--- src/rtl/seven_seg_scan_ctrl.sv ---
// rtl/seven_seg_scan_ctrl.sv - time-multiplexed common-anode 7-segment scan driver
//
// Purpose:
//   Scans NUM_DIGITS common-anode digits one slot at a time. Supports decimal
//   points, leading-zero blanking and PWM brightness. New values are loaded
//   into a shadow register and moved to the displayed (active) register only
//   at a frame boundary, so a frame never shows a mix of old and new digits.
//
// Ports:
//   clk          system clock, all logic on posedge
//   clr          synchronous active-high reset
//   digits_in    hex nibbles, MS nibble = leftmost digit
//   dp_in        decimal points (1 = lit), MSB = leftmost digit
//   load         1-cycle strobe, captures digits_in/dp_in into the shadow
//   pending      1 while the shadow holds data not yet displayed
//   blank_lz     1 = blank leading zeros
//   brightness   on-time per slot = (brightness+1)/2**DUTY_W
//   AN           anode enables, active-low, AN[NUM_DIGITS-1] = leftmost
//   CA           segments {a,b,c,d,e,f,g}, active-low
//   DP           decimal point, active-low
//   frame_start  1-cycle pulse on the first cycle of the leftmost-digit slot

module seven_seg_scan_ctrl #(
  parameter int NUM_DIGITS    = 4,
  parameter int PRESCALE_LOG2 = 18,
  parameter int DUTY_W        = 4
) (
  input  logic                      clk,
  input  logic                      clr,
  input  logic [4*NUM_DIGITS-1:0]   digits_in,
  input  logic [NUM_DIGITS-1:0]     dp_in,
  input  logic                      load,
  output logic                      pending,
  input  logic                      blank_lz,
  input  logic [DUTY_W-1:0]         brightness,
  output logic [NUM_DIGITS-1:0]     AN,
  output logic [6:0]                CA,
  output logic                      DP,
  output logic                      frame_start
);

  localparam int IDX_W = $clog2(NUM_DIGITS);
  localparam logic [IDX_W-1:0] LAST_IDX = IDX_W'(NUM_DIGITS - 1);

  logic [PRESCALE_LOG2-1:0] slot_cnt;
  logic [IDX_W-1:0]         idx;
  logic [4*NUM_DIGITS-1:0]  shadow_digits;
  logic [NUM_DIGITS-1:0]    shadow_dp;
  logic [4*NUM_DIGITS-1:0]  active_digits;
  logic [NUM_DIGITS-1:0]    active_dp;

  logic                     slot_end;
  logic                     commit;
  logic [IDX_W-1:0]         sel;
  logic [3:0]               cur_nib;
  logic                     cur_dp;
  logic [NUM_DIGITS-1:0]    blank_vec;
  logic                     zero_run;
  logic [DUTY_W-1:0]        duty_slot;
  logic                     lit;
  logic [NUM_DIGITS-1:0]    an_next;

  function automatic logic [6:0] seg_decode(input logic [3:0] v);
    case (v)
      4'h0: seg_decode = 7'b0000001;
      4'h1: seg_decode = 7'b1001111;
      4'h2: seg_decode = 7'b0010010;
      4'h3: seg_decode = 7'b0000110;
      4'h4: seg_decode = 7'b1001100;
      4'h5: seg_decode = 7'b0100100;
      4'h6: seg_decode = 7'b0100000;
      4'h7: seg_decode = 7'b0001111;
      4'h8: seg_decode = 7'b0000000;
      4'h9: seg_decode = 7'b0000100;
      4'hA: seg_decode = 7'b0001000;
      4'hB: seg_decode = 7'b1100000;
      4'hC: seg_decode = 7'b0110001;
      4'hD: seg_decode = 7'b1000010;
      4'hE: seg_decode = 7'b0110000;
      default: seg_decode = 7'b0111000;
    endcase
  endfunction

  assign slot_end = &slot_cnt;
  assign commit   = slot_end && (idx == LAST_IDX);

  // Scan index k counts from the left; its nibble, DP bit and anode sit at
  // position NUM_DIGITS-1-k of the right-aligned vectors.
  assign sel       = LAST_IDX - idx;
  assign cur_nib   = active_digits[{sel, 2'b00} +: 4];
  assign cur_dp    = active_dp[sel];
  assign duty_slot = slot_cnt[PRESCALE_LOG2-1 -: DUTY_W];

  // A digit is a leading zero when it and everything left of it is zero.
  // The rightmost digit is excluded so a zero value still shows "0".
  always_comb begin
    zero_run  = 1'b1;
    blank_vec = '0;
    for (int k = 0; k < NUM_DIGITS; k++) begin
      zero_run = zero_run && (active_digits[4*(NUM_DIGITS-1-k) +: 4] == 4'h0);
      if (k != NUM_DIGITS - 1) begin
        blank_vec[k] = blank_lz && zero_run;
      end
    end
  end

  assign lit = !blank_vec[idx] && (duty_slot <= brightness);

  always_comb begin
    an_next = '1;
    if (lit) begin
      an_next[sel] = 1'b0;
    end
  end

  always_ff @(posedge clk) begin
    if (clr) begin
      slot_cnt      <= '0;
      idx           <= '0;
      shadow_digits <= '0;
      shadow_dp     <= '0;
      active_digits <= '0;
      active_dp     <= '0;
      pending       <= 1'b0;
      AN            <= '1;
      CA            <= 7'b1111111;
      DP            <= 1'b1;
      frame_start   <= 1'b0;
    end else begin
      slot_cnt <= slot_cnt + 1'b1;
      if (slot_end) begin
        idx <= (idx == LAST_IDX) ? '0 : idx + 1'b1;
      end

      if (commit && pending) begin
        active_digits <= shadow_digits;
        active_dp     <= shadow_dp;
      end

      // A load on the commit cycle refills the shadow after its old content
      // has moved to active, so pending must stay set.
      if (load) begin
        shadow_digits <= digits_in;
        shadow_dp     <= dp_in;
        pending       <= 1'b1;
      end else if (commit) begin
        pending <= 1'b0;
      end

      AN          <= an_next;
      CA          <= lit ? seg_decode(cur_nib) : 7'b1111111;
      DP          <= ~(lit && cur_dp);
      frame_start <= (idx == '0) && (slot_cnt == '0);
    end
  end

endmodule

--- config.mk ---
export PLATFORM = sky130hd
export DESIGN_NAME = seven_seg_scan_ctrl
export DESIGN_NICKNAME = d
export VERILOG_FILES = /design/src/rtl/seven_seg_scan_ctrl.sv
export SDC_FILE = /design/constraint.sdc
export NUM_CORES = 1
export LEC_CHECK = 0
export CORE_MARGIN = 2
export CORE_UTILIZATION = 28
export DETAILED_ROUTE_END_ITERATION = 8
export GPL_TIMING_DRIVEN = 0
export SETUP_SLACK_MARGIN = 0.05
export SLEW_MARGIN = 10
export SYNTH_ARGS = -nofsm -noshare
export SYNTH_HDL_FRONTEND = slang
export SYNTH_SLANG_ARGS = --single-unit
--- constraint.sdc ---
create_clock -name clk -period 3.9 [get_ports clk]
set_clock_uncertainty 0.2 [all_clocks]
set_input_delay 0.585 -clock clk [delete_from_list [all_inputs] [get_ports clk]]
set_output_delay 0.585 -clock clk [all_outputs]
set_load 0.02 [all_outputs]
==> key figures <==
Placement
  – Global placement routability congestion: 0.827
  – Input/output buffers: 39
  – Placed cells: approximately 510
  – Post-DP HPWL: 4910 um
  – Placed Instance Area: 3810 sq um

Yosys
  – Distinct cell type count after synthesis: 41
  – Number of enable flip-flop cells after synthesis: 0
  – Synthesized netlist net count: 369
  – Part of the Yosys area used for sequential elements: between 40% and 50%
  – Share of the synthesized area in compound gates (AO/OA/AOI/OAI): under 10%
  – Area share of the leading cell type in the synthesized netlist: between 40% and 50%
  – Cell accounting for the most synthesized area: dfxtp_1
  – Mux cell area share after synthesis: 17.1%
  – Post-synthesis share of cell area spent on and, or, nand and nor gates: between 10% and 20%
  – Post-Synthesis Cells: about 330
  – Per-instance average area after synthesis: around 10 sq um
  – Post-synthesis xor/xnor area fraction: 4.06%
  – Number of warnings issued by yosys: 0
  – Total of flip-flops plus latches after synthesis: 74
  – Share of synthesized cell area in full adder, half adder and majority cells: between 6 and 7%
  – Cell area after synthesis: 3240 sq um
  – Prevailing post-synth register cell: dfxtp_1
  – Biggest area contributors in the synthesized netlist: dfxtp_1, mux2i_1, nor2_1
  – Async set-or-reset flop fraction in the synthesized netlist: 0%
  – Dominant combinational cell family by area after synthesis: simple AND/OR/NAND/NOR gates

Route
  – Post-route antenna net violation count: 0
  – Routed wirelength normalized by instance count: 12.6 um
  – DRT iter0 DRCs: 57
  – Detailed Routing Iterations Pass 1: 4
  – Total vias in the final route: 2337
  – Number of remaining DRC errors: 0
  – Final wirelength: 6560 um
  – Vias per Instance: 4.47

Die
  – Die extent in x: 112 um
  – Number of cell rows: 39
  – Starting density of the core: 28.5%
  – I/O pin count: 42
  – Placeable core area: 11400 sq um
  – Die area: 12400 sq um
  – Die H: 112 um

Timing
  – Relative slew slack: 49.2%
  – Hold Fails Final Rpt: 0
  – Final Slew Violations: 0
  – Minimum clock period: 2.35 ns
  – Worst slew pin tran: 0.762 ns
  – Part of the cycle the worst path needs: 60.1%
  – Final setup viols: 0
  – Accumulated negative setup slack: 0 ns
  – Unrepaired setup endpoints after global routing: no
  – Max Fclk: 426 MHz

Global route
  – Number of antenna violations at the first check in global routing: 0
  – Via count of the first global-routing pass: roughly 2300
  – Grt ovf: 0
  – Maximum number of pins on one net before global-route repair: 14
  – Total routing usage reported by global routing: 11.0%
  – Wire length of the first global-routing pass: ~11000 um

Layout
  – Layout overhead on the synthesized area: 29.6%
  – Area of all placed cells without fillers: 4200 sq um
  – Number of diodes: 0
  – Commonest non-fill, non-tap cells in the layout: dfxtp_1, nor2_1, mux2i_1, clkdlybuf4s50_1, nand2_1
  – Fin nets: 419
  – Post-route insts no fill: 523
  – Core utilization of the finished layout: 36.9%
  – Most frequent standard cell in the layout excluding fill and tap cells: dfxtp_1
  – Number of fill cells in the layout: 1149
  – Fraction of final layout cells with drive strength greater than 1: 9.21%

CTS
  – Post-cts resize count: 0
  – CTS hold repair buffers: 0
  – Worst-skew pair later-pin latency: 0.33 ns
  – Clock-pin slew on the worst setup and hold paths: 0.06 ns
  – Number of buffers added by the clock tree synthesis step: 9
  – Root buffer cell: clkbuf_16
  – Number of setup buffers added after CTS: 0
  – H-tree Lvls: 3
  – Number of buffers on the longest clock path: 2
  – Clock tree from TritonCTS: built
  – Number of clock sinks seen by CTS: 74

Power and ir drop
  – Peak ir drop on the vdd network: 0.209 mV
  – Power density relative to cell area: between 400 and 500 nW/um^2
  – Leakage power summed over all cells: 1.84 nW

Setup path
  – Crit path launch type: input pin
  – Type of destination of the critical path: register
  – WS Path Type: input pin to register
  – CP Data Required Time: 3.90 ns
  – Worst path arrival time: 2.35 ns
  – Maximum fanout count along the critical path: 10

Outcome
  – Outcome: finished clean

Job
  – Max-cap violations: 0

Hold path
  – Hold Path Class: register to register
[flip-flops by register name (all words and copies together), names as in the netlist]
signal	flops
DP	1
CA	7
idx	2
frame_start	1
slot_cnt	18
active_dp	4
AN	4
shadow_digits	16
active_digits	16
pending	1
shadow_dp	4
[Yosys cell counts (all sizes together) (2+ instances only)]
master and n:
nand4 4, ha 16, and3 4, inv 11
clkbuf 8, dfxtp 74, nor4 4, nand2b 2
o211ai 2, mux2 2, or4 2, or3 2
a22oi 2, buf 10, mux2i 41, mux4 5
xor2 9, and2 5, a21oi 7, o21ai 4
and4 5, xnor2 6, nor2 60, nand3 10
nor2b 3, nand2 20, nor4b 2
[kinds of logic after synthesis]
logic type	after synthesis
AND/OR/NAND/NOR	124
flip-flops	74
multiplexers	48
buffers and inverters	29
AO/OA/AOI/OAI	19
adder cells (fa/ha/maj)	16
XOR/XNOR	15
[final timing paths]
| kind | start | endpoint | slack [ns] | depth (start not counted) |
|---|---|---|---|---|
| hold reg to reg | slot_cnt[0] | slot_cnt[0] | 0.29 | 1 |
| setup reg to reg | idx[0] | CA[3] | 1.67 | 8 |
| hold / removal | slot_cnt[0] | slot_cnt[0] | 0.29 | 1 |
| setup / recovery | brightness[3] | CA[6] | 1.55 | 8 |
[worst max-delay path, stage by stage]
cell             delay, ns
clkdlybuf4s50_1       0.45
inv_1                 0.04
ha_1                  0.31
a21oi_1               0.12
o21ai_0               0.11
a211oi_1              0.34
buf_2                 0.28
nand3_1               0.10
[final cells by class]
| type | instances | area, sq um | area share [%] |
|---|---|---|---|
| buffer | 18 | 113 | 2.68 |
| clock buffer | 9 | 225 | 5.37 |
| clock inverter | 7 | 164 | 3.90 |
| inverter | 11 | 41.3 | 0.984 |
| multi-input combinational | 222 | 1600 | 38.2 |
| sequential | 74 | 1480 | 35.3 |
| tap | 143 | 179 | 4.26 |
| timing repair buffer | 39 | 390 | 9.30 |
[report_power, final]
| group | internal (W) | switching [W] | total, W |
|---|---|---|---|
| Combinational | 0.0000555 | 0.0000467 | 0.000102 |
| Sequential | 0.000777 | 0.0000124 | 0.000790 |
| Clock | 0.000755 | 0.000313 | 0.00107 |
| Total | 0.00159 | 0.000372 | 0.00196 |
[routing by layer]
layer	track usage (%)	vias up	share of wire [%]	routed length, um
li1	-	1210	-	-
met1	13.8	1072	48	3140
met2	17.7	46	47	3080
met3	3.43	9	3.6	236
met4	4.53	0	1.6	102
met5	0	-	0	0
[through the flow]
step	setup WS, ns	power [W]	hold WS [ns]
after CTS	1.52	0.00198	0.303
final	1.55	0.00196	0.294
after floorplan	1.87	0.000856	0.249
after global routing	1.41	0.00202	0.322
after detailed placement	1.18	0.000910	0.288
after global placement	1.20	0.000908	0.272
Note: power is estimated with default switching activity, not from simulation.
